`config.mk`:
```
export PLATFORM = sky130hd
export DESIGN_NAME = seq_chunk_adder_flat
export DESIGN_NICKNAME = d
export VERILOG_FILES = /design/src/rtl/seq_chunk_adder_pkg.sv /design/src/rtl/seq_chunk_adder_if.sv /design/src/rtl/seq_chunk_adder_chunk_ripple_adder.sv /design/src/rtl/seq_chunk_adder.sv /design/src/flat_wrapper.sv
export SDC_FILE = /design/constraint.sdc
export NUM_CORES = 1
export LEC_CHECK = 0
export CAP_MARGIN = 15
export CELL_PAD_IN_SITES_DETAIL_PLACEMENT = 1
export CELL_PAD_IN_SITES_GLOBAL_PLACEMENT = 1
export CORE_MARGIN = 2
export CORE_UTILIZATION = 43
export CTS_CLUSTER_SIZE = 16
export DETAILED_ROUTE_END_ITERATION = 10
export GPL_TIMING_DRIVEN = 0
export MAX_ROUTING_LAYER = met4
export PLACE_DENSITY_LB_ADDON = 0.08
export SLEW_MARGIN = 20
export SYNTH_ARGS = -nofsm -noshare
export SYNTH_HDL_FRONTEND = slang
export SYNTH_SLANG_ARGS = --single-unit
```
`constraint.sdc`:
```
create_clock -name clk -period 3.7 [get_ports clk]
set_input_delay 0.925 -clock clk [delete_from_list [all_inputs] [get_ports clk]]
set_output_delay 0.925 -clock clk [all_outputs]
set_load 0.03 [all_outputs]
```
`src/rtl/seq_chunk_adder_pkg.sv`:
```
// Shared types and helpers for the chunk-serial add/subtract unit.
// Holds the FSM state encoding and the counter-width helper.
package seq_chunk_adder_pkg;

    typedef enum logic {
        IDLE = 1'b0,
        RUN  = 1'b1
    } state_t;

    // A single-chunk build still needs a 1-bit counter so the port widths stay legal.
    function automatic int cnt_width(input int nchunk);
        return (nchunk > 1) ? $clog2(nchunk) : 1;
    endfunction

endpackage

```
`src/rtl/seq_chunk_adder_if.sv`:
```
// Start/busy/done handshake bundle for seq_chunk_adder.
// The master drives the operands; the slave returns the result.
interface seq_chunk_adder_if #(
    parameter int WIDTH = 16
);
    logic             start;
    logic             sub;
    logic [WIDTH-1:0] a;
    logic [WIDTH-1:0] b;
    logic             cin;
    logic             busy;
    logic             done;
    logic [WIDTH-1:0] sum;
    logic             cout;
    logic             ovf;

    modport master (
        output start, sub, a, b, cin,
        input  busy, done, sum, cout, ovf
    );

    modport slave (
        input  start, sub, a, b, cin,
        output busy, done, sum, cout, ovf
    );
endinterface

```
`src/rtl/seq_chunk_adder_chunk_ripple_adder.sv`:
```
// Combinational CHUNK-bit ripple adder built from per-bit full adders.
// c_msb is the carry into the top bit, used by the parent for signed overflow.
module chunk_ripple_adder #(
    parameter int CHUNK = 4
) (
    input  logic [CHUNK-1:0] a,
    input  logic [CHUNK-1:0] b,
    input  logic             ci,
    output logic [CHUNK-1:0] s,
    output logic             co,
    output logic             c_msb
);
    logic [CHUNK:0] c;

    assign c[0] = ci;

    for (genvar i = 0; i < CHUNK; i++) begin : g_fa
        assign s[i]   = a[i] ^ b[i] ^ c[i];
        assign c[i+1] = (a[i] & b[i]) | (c[i] & (a[i] ^ b[i]));
    end

    assign co    = c[CHUNK];
    assign c_msb = c[CHUNK-1];
endmodule

```
`src/rtl/seq_chunk_adder.sv`:
```
// Multi-cycle add/subtract: WIDTH-bit operands consumed CHUNK bits per clock
// through a registered carry; result and flags hold until the next accepted start.
module seq_chunk_adder
    import seq_chunk_adder_pkg::*;
#(
    parameter int WIDTH = 16,
    parameter int CHUNK = 4
) (
    input  logic               clk,
    input  logic               rst,
    seq_chunk_adder_if.slave   bus
);
    localparam int NCHUNK = WIDTH / CHUNK;
    localparam int CNT_W  = cnt_width(NCHUNK);
    localparam logic [CNT_W-1:0] LAST = CNT_W'(NCHUNK - 1);

    state_t             state;
    state_t             state_next;
    logic [WIDTH-1:0]   a_sh;
    logic [WIDTH-1:0]   b_sh;
    logic [WIDTH-1:0]   sum_r;
    logic [WIDTH-1:0]   sum_shift;
    logic               carry;
    logic [CNT_W-1:0]   cnt;
    logic               done_r;
    logic               cout_r;
    logic               ovf_r;
    logic               accept;
    logic               running;
    logic               last;
    logic [CHUNK-1:0]   chunk_s;
    logic               chunk_co;
    logic               chunk_c_msb;

    chunk_ripple_adder #(.CHUNK(CHUNK)) u_chunk (
        .a     (a_sh[CHUNK-1:0]),
        .b     (b_sh[CHUNK-1:0]),
        .ci    (carry),
        .s     (chunk_s),
        .co    (chunk_co),
        .c_msb (chunk_c_msb)
    );

    // New chunks enter from the MSB side so the first (lowest) chunk ends up at the bottom.
    if (NCHUNK > 1) begin : g_multi
        assign sum_shift = {chunk_s, sum_r[WIDTH-1:CHUNK]};
    end else begin : g_single
        assign sum_shift = chunk_s;
    end

    always_ff @(posedge clk or posedge rst) begin
        if (rst) state <= IDLE;
        else     state <= state_next;
    end

    always_comb begin
        state_next = state;
        case (state)
            IDLE:    if (bus.start) state_next = RUN;
            RUN:     if (cnt == LAST) state_next = IDLE;
            default: state_next = IDLE;
        endcase
    end

    always_comb begin
        running = (state == RUN);
        accept  = (state == IDLE) && bus.start;
        last    = running && (cnt == LAST);
    end

    // Subtraction is a + ~b + ~borrow, so invert b and the incoming carry at accept.
    always_ff @(posedge clk or posedge rst) begin
        if (rst) begin
            a_sh   <= '0;
            b_sh   <= '0;
            sum_r  <= '0;
            carry  <= 1'b0;
            cnt    <= '0;
            done_r <= 1'b0;
            cout_r <= 1'b0;
            ovf_r  <= 1'b0;
        end else begin
            done_r <= 1'b0;
            if (accept) begin
                a_sh  <= bus.a;
                b_sh  <= bus.sub ? ~bus.b : bus.b;
                carry <= bus.cin ^ bus.sub;
                cnt   <= '0;
                sum_r <= '0;
            end else if (running) begin
                a_sh  <= a_sh >> CHUNK;
                b_sh  <= b_sh >> CHUNK;
                carry <= chunk_co;
                sum_r <= sum_shift;
                cnt   <= cnt + 1'b1;
                if (last) begin
                    done_r <= 1'b1;
                    cout_r <= chunk_co;
                    ovf_r  <= chunk_co ^ chunk_c_msb;
                end
            end
        end
    end

    assign bus.busy = running;
    assign bus.done = done_r;
    assign bus.sum  = sum_r;
    assign bus.cout = cout_r;
    assign bus.ovf  = ovf_r;
endmodule
```
`src/flat_wrapper.sv`:
```
// flat-port wrapper written by rule: the top's interface ports become plain ports
module seq_chunk_adder_flat import seq_chunk_adder_pkg::*;
#(
    parameter int WIDTH = 16,
    parameter int CHUNK = 4
)
  (clk, rst, bus_start, bus_sub, bus_a, bus_b, bus_cin, bus_busy, bus_done, bus_sum, bus_cout, bus_ovf);
  seq_chunk_adder_if #(.WIDTH(WIDTH)) bus_i ();
  input  logic clk;
  input  logic rst;
  input wire logic [$bits(bus_i.start)-1:0] bus_start;
  input wire logic [$bits(bus_i.sub)-1:0] bus_sub;
  input wire logic [$bits(bus_i.a)-1:0] bus_a;
  input wire logic [$bits(bus_i.b)-1:0] bus_b;
  input wire logic [$bits(bus_i.cin)-1:0] bus_cin;
  output wire logic [$bits(bus_i.busy)-1:0] bus_busy;
  output wire logic [$bits(bus_i.done)-1:0] bus_done;
  output wire logic [$bits(bus_i.sum)-1:0] bus_sum;
  output wire logic [$bits(bus_i.cout)-1:0] bus_cout;
  output wire logic [$bits(bus_i.ovf)-1:0] bus_ovf;
  assign bus_i.start = bus_start;
  assign bus_i.sub = bus_sub;
  assign bus_i.a = bus_a;
  assign bus_i.b = bus_b;
  assign bus_i.cin = bus_cin;
  assign bus_busy = bus_i.busy;
  assign bus_done = bus_i.done;
  assign bus_sum = bus_i.sum;
  assign bus_cout = bus_i.cout;
  assign bus_ovf = bus_i.ovf;
  seq_chunk_adder #(.WIDTH(WIDTH), .CHUNK(CHUNK)) u_core (.clk(clk), .rst(rst), .bus(bus_i));
endmodule
```
Word level (Yosys, flattened, before mapping)
Index checks and enable logic that the tools add are counted.

storage, ports and cells
  bits in registers = 55
  word-level logic and storage cells = 57

operators by class
  $add $sub $neg = 1
  equality and inequality tests = 1
  muxes and demuxes = 17
  bitwise logic cells = 25
  reduce and logical (&&, ||, !) cells = 4

operators with widths
  kind                   number
  $mux W16               7
  $not A16 Y16           1
  $xor A1 B1 Y1          10
  $and A1 B1 Y1          8
  $mux W1                7
  $mux W2                2
  $or A1 B1 Y1           4
  $reduce_and A3 Y1      1
  $add A2 B1 Y2 const B  1
  $eq A2 B2 Y1 const B   1
  $logic_and A1 B1 Y1    2
  $not A1 Y1             2
  $pmux W1 S2            1
  $reduce_bool A2 Y1     1

Logic depth before layout (Yosys ltp)
Gate-level depths: netlist of run 1.

  word-level depth = 11
  gate-level depth with buffers = 9
  gate-level depth less buffers = 9

Cells and area by module
A second synthesis of run 1 with hierarchy kept.

unflattened totals
  cell total of the unflattened synthesis = 241
  area, all modules = 2640.0 µm²

by module, submodules not included
  module              instances  cells each  area an instance (µm²)  seq. area each (µm²)
  seq_chunk_adder     1          229         2529.9                  1376.3
  chunk_ripple_adder  1          12          110.1                   0.0

Worst setup path before layout of run 1
OpenSTA, ideal clock, no wires.

  path type = register -> register
  start = register u_core.carry
  end = register u_core.ovf_r, in the netlist u_core.bus.ovf
  library setup time = 0.125 ns
  arrival = 2.133 ns
  path slack = 1.443 ns
  stages on the path, launching flop included = 10
  path buffers = 0
  clock period less this slack = 2.257 ns
  cell sequence = dfrtp_1 inv_1 fa_1 inv_1 fa_1 fa_1 inv_1 fa_1 xnor2_1 mux2_2

on the way
  cells in the longest elaborated chain, start to end = 9

ends and longest elaborated chain
  what                    RTL line                                  text
  start, declared         seq_chunk_adder.sv:23                     logic carry;
  start signal, assigned  seq_chunk_adder.sv:87                     carry <= bus.cin ^ bus.sub;
  start signal, assigned  seq_chunk_adder.sv:93                     carry <= chunk_co;
  $and A1 B1 Y1 *         seq_chunk_adder_chunk_ripple_adder.sv:19  assign c[i+1] = (a[i] & b[i]) | (c[i] & (a[i] ^ b[i]));
  $or A1 B1 Y1 *          seq_chunk_adder_chunk_ripple_adder.sv:19
  $and A1 B1 Y1 *         seq_chunk_adder_chunk_ripple_adder.sv:19
  $or A1 B1 Y1 *          seq_chunk_adder_chunk_ripple_adder.sv:19
  $and A1 B1 Y1 *         seq_chunk_adder_chunk_ripple_adder.sv:19
  $or A1 B1 Y1 *          seq_chunk_adder_chunk_ripple_adder.sv:19
  $and A1 B1 Y1           seq_chunk_adder_chunk_ripple_adder.sv:19
  $or A1 B1 Y1            seq_chunk_adder_chunk_ripple_adder.sv:19
  $xor A1 B1 Y1 *         seq_chunk_adder.sv:99                     ovf_r <= chunk_co ^ chunk_c_msb;
  end signal, assigned    seq_chunk_adder.sv:99
  end, declared           seq_chunk_adder.sv:27                     logic ovf_r;

Mark *: on every way between the ends. The rest lies on a longest branch, timed or not.
A chain may end at the register's enable or synchronous reset.

Worst setup path after layout of run 1
Ends and elaborated chain as after synthesis.

==> results of run 1 <==
## state kept, by name (all words and copies together) (netlist names)
register and count:
u_core.a_sh 16, u_core.bus.busy 1, u_core.carry 1, u_core.bus.done 1, u_core.b_sh 16, u_core.bus.ovf 1, u_core.bus.cout 1, u_core.bus.sum 16
u_core.cnt 2
## cell type report
| cell class | count | area, sq um |
|---|---|---|
| Inverter | 8 | 32.5 |
| Tap cell | 75 | 93.8 |
| Multi-Input combinational cell | 166 | 1170 |
| Buffer | 19 | 130 |
| Clock buffer | 6 | 72.6 |
| Clock inverter | 2 | 60.1 |
| Timing Repair Buffer | 54 | 541 |
| Sequential cell | 55 | 1380 |
| Fill cell | 669 | 2520 |
## cells by family after synthesis
group,Yosys count,synth area share
adders and majority gates,5,0.0342
muxes,20,0.0749
AOI/OAI and AO/OA,46,0.119
DFF,55,0.509
xor gates and xnor gates,18,0.0583
buffers and inverters,27,0.0592
and+or+nand+nor,77,0.146
## per-stage QoR
stage                      util  hold WS, ns  power [W]  area (sq um)
after floorplan               -        0.447    0.00162          2710
after global placement    0.557        0.456    0.00198          3340
after detailed placement  0.558        0.475    0.00202          3340
after CTS                 0.580        0.500    0.00250          3470
after global routing      0.580        0.524    0.00264          3470
final                     0.580        0.492    0.00247          3470
## cell usage in the layout (no fill, tap or decap), types with 4 or more instances in the layout
cell	instances
nand2b_1	18
clkbuf_8	5
clkdlybuf4s50_1	54
buf_2	8
mux2i_1	18
nand2_1	34
o211ai_2	6
or3b_1	9
nor2_1	10
buf_4	4
dfrtp_1	55
clkbuf_1	4
o21ai_0	26
fa_1	4
a221o_1	4
and2_1	4
xor2_1	4
inv_1	7
xnor2_1	14
## path summary, 6_finish.rpt
kind | startpoint | end | slack [ns] | depth (start not counted)
hold / removal | u_core.b_sh[11]$_DFFE_PP0P_ | u_core.b_sh[7]$_DFFE_PP0P_ | 0.49 | 2
hold reg to reg | u_core.b_sh[11]$_DFFE_PP0P_ | u_core.b_sh[7]$_DFFE_PP0P_ | 0.49 | 2
min in group asynchronous | rst | u_core.bus.sum[0]$_DFFE_PP0P_ | 1.05 | 2
max in group asynchronous | rst | u_core.bus.ovf$_DFFE_PP0P_ | 2.18 | 2
setup / recovery | u_core.carry$_DFFE_PP0P_ | u_core.bus.ovf$_DFFE_PP0P_ | 1.25 | 9
setup reg to reg | u_core.carry$_DFFE_PP0P_ | u_core.bus.ovf$_DFFE_PP0P_ | 1.25 | 9
## where the power goes
part	switching, W	leakage [nW]	internal [W]
clock	0.000202	0.0654	0.000271
combinational	0.000585	0.736	0.000453
sequential	0.000139	0.720	0.000825
## worst reg2reg max path, cell delays in order, from the launching register on
cell,delay [ns]
dfrtp_1,0.36
inv_1,0.06
fa_1,0.42
inv_1,0.10
fa_1,0.20
fa_1,0.23
inv_1,0.08
fa_1,0.49
xnor2_1,0.15
mux2_2,0.26
## layer usage
| layer | vias up | part of all wire |
|---|---|---|
| li1 | 944 | - |
| met2 | 33 | 0.50 |
| met3 | 5 | 0.027 |
| met1 | 1004 | 0.47 |
| met5 | - | 0 |
| met4 | 0 | 0.0094 |
==> impl_metrics.env, run 1 <==
export IMPL_status="finished clean"
export IMPL_final_antenna_net_count=0
export IMPL_cp_slowest_cell="fa_1"
export IMPL_worstPathMaxFanout=3
export IMPL_grt_util_met3=0.0338
export IMPL_ctsHtreeMaxLevel=2
export IMPL_crit_chain="inv_1, fa_1, inv_1, fa_1, fa_1, inv_1, fa_1, xnor2_1, mux2_2"
export IMPL_power_density_mw_per_mm2=712
export IMPL_netlist_area_leader_share=0.509
export IMPL_synth_area_leaders="dfrtp_1 51%, mux2i_1 6.7%, o21ai_0 4.8%, nand2_1 4.7%, xnor2_1 4.5%"
export IMPL_cp_num_buf_inv=3
export IMPL_synth_top_area_cell="dfrtp_1"
export IMPL_num_rows=28
export IMPL_cts_hold_buf=0
export IMPL_top_usage_layer="met2"
export IMPL_start_kind="register"
export IMPL_min_path_type="reg2reg"
export IMPL_synth_top_cells_by_count="55 x dfrtp_1, 34 x nand2_1, 26 x o21ai_0"
export IMPL_path_class="reg2reg"
export IMPL_wl_per_cell_um=16.0
export IMPL_max_freq_mhz=409
export IMPL_setup_slack_ns=1.25
export IMPL_slew_viol_final=0
export IMPL_gp_congestion=0.768
export IMPL_leakage_nw=1.52
export IMPL_die_area_sq_mm=0.00694
export IMPL_grt_pass1_vias=2164
export IMPL_rsz0062_at_grt="no"
export IMPL_coreArea_sq_mm=0.00599
export IMPL_finalWirelength_um=6180
export IMPL_overflow=0
export IMPL_io_pins=57
export IMPL_synth_most_common_cell="dfrtp_1"
export IMPL_drive_above_1_share=0.106
export IMPL_post_cts_buffers=0
export IMPL_synthArstFlopShare=1.00
export IMPL_drt_pass1_iter_count=4
export IMPL_critical_path_max_stage_delay_ns=0.49
export IMPL_grt_total_usage=0.195
export IMPL_syn_inst=248
export IMPL_io_buffers=54
export IMPL_crit_top_cell="fa_1"
export IMPL_required_ns=3.90
export IMPL_fin_cells=385
export IMPL_cp_arrival_ns=2.65
export IMPL_ys_seq_area_frac=0.509
export IMPL_start_util=0.452
export IMPL_post_route_period_util=0.661
export IMPL_final_nets=351
export IMPL_syn_area_sq_mm=0.00271
export IMPL_drc_errors=0
export IMPL_die_w_um=83.3
export IMPL_root_buffer="clkbuf_8"
export IMPL_numCtsBuffers=5
export IMPL_place_hpwl_um=4360
export IMPL_grt_util_met1=0.260
export IMPL_insertion_delay_ns=0.31
export IMPL_yosys_warnings=0
export IMPL_worst_pin_slew_ns=0.681
export IMPL_tns_ns=0
export IMPL_avgViaCountPerCell=5.16
export IMPL_post_place_ws_ns=1.25
export IMPL_syn_to_final_growth_pct=28.4
export IMPL_fin_worst_skew_ns=0.00877
export IMPL_antenna_cells=0
export IMPL_clk_path_buf_depth=2
export IMPL_crit_path_end_kind="register"
export IMPL_min_period_ns=2.45
export IMPL_relSlewSlack=0.546
export IMPL_ys_flop_type="dfrtp_1"
export IMPL_cts_resized=0
export IMPL_synth_edf_count=0
export IMPL_grt_max_degree=56
export IMPL_vias=1986
export IMPL_die_h_um=83.3
export IMPL_use_met2=0.314
export IMPL_drtIter0Drc=91
export IMPL_peakVddDrop_mv=0.421
export IMPL_crit_family="adder cells"
export IMPL_ys_ff_latch=55
export IMPL_grt_pass1_wl_um=10500
export IMPL_cts_tree="yes"
export IMPL_antenna_found_initial=0
export IMPL_dp_cells=377
export IMPL_syn_avg_cell_area_sq_um=10.9
export IMPL_cap_violations=0
export IMPL_synth_cell_types=28
export IMPL_hold_violations=0
export IMPL_clkTransAtPathRegs_ns=0.09
export IMPL_finalSetupViolations=0
export IMPL_synth_nets=290
export IMPL_cts_sinks=55
No activity file was read; power rests on OpenSTA's default activity.
==> inputs of run 2 (changes only) <==
--- a/config.mk
+++ b/config.mk
@@ -9,7 +9,7 @@
 export CELL_PAD_IN_SITES_DETAIL_PLACEMENT = 1
 export CELL_PAD_IN_SITES_GLOBAL_PLACEMENT = 1
 export CORE_MARGIN = 2
-export CORE_UTILIZATION = 43
+export CORE_UTILIZATION = 36
 export CTS_CLUSTER_SIZE = 16
 export DETAILED_ROUTE_END_ITERATION = 10
 export GPL_TIMING_DRIVEN = 0
==> constraint.sdc (replaced) <==
create_clock -name clk -period 2 [get_ports clk]
set_input_delay 0.5 -clock clk [delete_from_list [all_inputs] [get_ports clk]]
set_output_delay 0.5 -clock clk [all_outputs]
set_load 0.03 [all_outputs]
==> run 2 against run 1 <==
  * The flow now finishes with violations (negative setup slack)
  * Worst hold slack lost 0.0048 ns
  * Clock power up 28%
  * Via count fell by 0.45%
  * Power rose by 76%
  * Register-to-register slack got worse by 1.4 ns
  * Flip-flop and latch count unchanged
  * Die area grew 18%
  * Setup slack lost 1.4 ns
  * Cell count is 7.0% higher
  * Routed wire length increased by 1.5%
  * Design area grew 0.43%
==> impl_metrics.env, run 2 (synthesized netlist as in run 1, its figures left out) <==
export IMPL_status="complete, but fails checks"
export IMPL_violations="negative setup slack"
export IMPL_cp_slowest_cell="dfrtp_1"
export IMPL_start_util=0.373
export IMPL_grt_pass1_wl_um=10600
export IMPL_hold_violations=0
export IMPL_worstPathMaxFanout=3
export IMPL_slew_viol_final=0
export IMPL_root_buffer="clkbuf_8"
export IMPL_grt_pass1_vias=2113
export IMPL_p_clk_frac=0.139
export IMPL_mostFrequentLayoutCells="55 x dfrtp_1, 54 x clkdlybuf4s50_1, 34 x nand2_1"
export IMPL_post_place_ws_ns=-0.161
export IMPL_final_common_cell="dfrtp_1"
export IMPL_io_pins=57
export IMPL_drtIter0Drc=58
export IMPL_coreArea_sq_mm=0.00725
export IMPL_finalWirelength_um=6270
export IMPL_fin_worst_skew_ns=0.00510
export IMPL_required_ns=2.20
export IMPL_cp_arrival_ns=2.34
export IMPL_max_freq_mhz=468
export IMPL_die_area_sq_mm=0.00822
export IMPL_crit_path_end_kind="register"
export IMPL_placed_cell_area_sq_mm=0.00338
export IMPL_critical_path_max_stage_delay_ns=0.37
export IMPL_drive_above_1_share=0.137
export IMPL_rsz0062_at_grt="yes"
export IMPL_cts_tree="yes"
export IMPL_drt_pass1_iter_count=4
export IMPL_min_path_type="reg2reg"
export IMPL_p_int_w=0.00265
export IMPL_crit_top_cell="fa_2"
export IMPL_final_antenna_net_count=0
export IMPL_ctsHtreeMaxLevel=2
export IMPL_clk_path_buf_depth=2
export IMPL_cap_violations=0
export IMPL_leakage_nw=1.51
export IMPL_seqPwrFrac=0.411
export IMPL_cts_sinks=55
export IMPL_peakVddDrop_mv=0.315
export IMPL_finalSetupViolations=2
export IMPL_crit_chain="inv_2, fa_2, inv_2, fa_2, fa_2, inv_2, fa_2, xnor2_1, mux2_4"
export IMPL_die_w_um=90.7
export IMPL_switchingPower_w=0.00171
export IMPL_final_area_sq_mm=0.00349
export IMPL_gp_congestion=0.732
export IMPL_avgViaCountPerCell=4.80
export IMPL_overflow=0
export IMPL_io_buffers=54
export IMPL_place_hpwl_um=4520
export IMPL_power_frac_comb=0.450
export IMPL_swShare=0.393
export IMPL_die_h_um=90.7
export IMPL_vias=1977
export IMPL_antenna_cells=0
export IMPL_path_class="reg2reg"
export IMPL_drc_errors=0
export IMPL_wl_per_cell_um=15.2
export IMPL_num_rows=31
export IMPL_numCtsBuffers=5
export IMPL_relSlewSlack=0.534
export IMPL_syn_to_final_growth_pct=29.0
export IMPL_post_route_period_util=1.07
export IMPL_grt_max_degree=56
export IMPL_start_kind="register"
export IMPL_clkTransAtPathRegs_ns=0.10
export IMPL_antenna_found_initial=0
export IMPL_power_density_mw_per_mm2=1250
export IMPL_grt_total_usage=0.165
export IMPL_worst_pin_slew_ns=0.699
export IMPL_final_nets=354
export IMPL_fillers=812
export IMPL_insertion_delay_ns=0.30
export IMPL_setup_slack_ns=-0.135
export IMPL_finish_utilization=0.481
export IMPL_min_period_ns=2.14
[run 2: cell count changes in the layout (fill, tap and decap cells not counted), sizes merged]
cell,change
clkinv,+1
buf,+3
bufinv,-2
clkbuf,+1
[run 2: through the flow]
step                      power (W)  TNS [ns]  hold WS, ns  cells
final                       0.00436    -0.225        0.487    412
after global placement      0.00371    -53.00        0.459    401
after CTS                   0.00441    -0.248        0.490    410
after floorplan             0.00301   -0.0539        0.447    248
after global routing        0.00468    -0.430        0.516    412
after detailed placement    0.00378    -0.276        0.470    401
[run 2: area by class of cell]
class / count / area [sq um] / share of cell area
tap: 99 / 124 / 0.0355
timing repair buffer: 57 / 563 / 0.161
buffer: 19 / 130 / 0.0373
inverter: 8 / 32.5 / 0.00932
multi-input combinational: 166 / 1180 / 0.339
sequential: 55 / 1380 / 0.394
clock inverter: 1 / 5.00 / 0.00143
clock buffer: 7 / 76.3 / 0.0219
[run 2: layer usage]
metal	global-route usage	part of all wire	wire, um
met1	0.220	0.49	3070
met2	0.263	0.47	2970
met3	0.0259	0.026	163
met4	0.0423	0.010	65
met5	-	0	0
[run 2: path summary, 6_finish.rpt]
path	from	to	slack (ns)	cells after the start
worst min-delay path	u_core.b_sh[8]$_DFFE_PP0P_	u_core.b_sh[4]$_DFFE_PP0P_	0.49	2
worst max register to register	u_core.carry$_DFFE_PP0P_	u_core.bus.ovf$_DFFE_PP0P_	-0.14	9
max in group asynchronous	rst	u_core.bus.sum[13]$_DFFE_PP0P_	0.87	2
worst max-delay path	u_core.carry$_DFFE_PP0P_	u_core.bus.ovf$_DFFE_PP0P_	-0.14	9
worst min register to register	u_core.b_sh[8]$_DFFE_PP0P_	u_core.b_sh[4]$_DFFE_PP0P_	0.49	2
min in group asynchronous	rst	u_core.a_sh[5]$_DFFE_PP0P_	0.64	2
[run 2: worst max-delay path, delay by kind of cell (launching register included)]
family | cells | cell delay (ns)
xor+xnor | 1 | 0.13
fa+ha+maj | 4 | 1.12
buf+inv | 3 | 0.15
flops | 1 | 0.37
mux | 1 | 0.25
[run 2: timing repair]
item | 4_1_cts | 5_1_grt
endpoints found under the setup margin | 3 | 3
gates resized for setup | 2 | 0
hold buffers | 0 | 0
buffers inserted | 1 | 2
[run 2: power by group through the flow]
stage	logic (W)	clock network [W]	registers (W)
5_1_grt	0.00216	0.000669	0.00185
3_5_place_dp	0.00196	0	0.00182
4_1_cts	0.00198	0.000625	0.00180
6_report	0.00196	0.000606	0.00179
3_3_place_gp	0.00191	0	0.00180
2_1_floorplan	0.000909	0	0.00210
==> inputs of run 3 (changes only) <==
--- a/config.mk
+++ b/config.mk
@@ -13,6 +13,7 @@
 export CTS_CLUSTER_SIZE = 16
 export DETAILED_ROUTE_END_ITERATION = 10
 export GPL_TIMING_DRIVEN = 0
+export HOLD_SLACK_MARGIN = 0.08
 export MAX_ROUTING_LAYER = met4
 export PLACE_DENSITY_LB_ADDON = 0.08
 export SLEW_MARGIN = 20
==> results of run 3 <==
No change in the layout: final DEF, timing and power equal those of run 2.
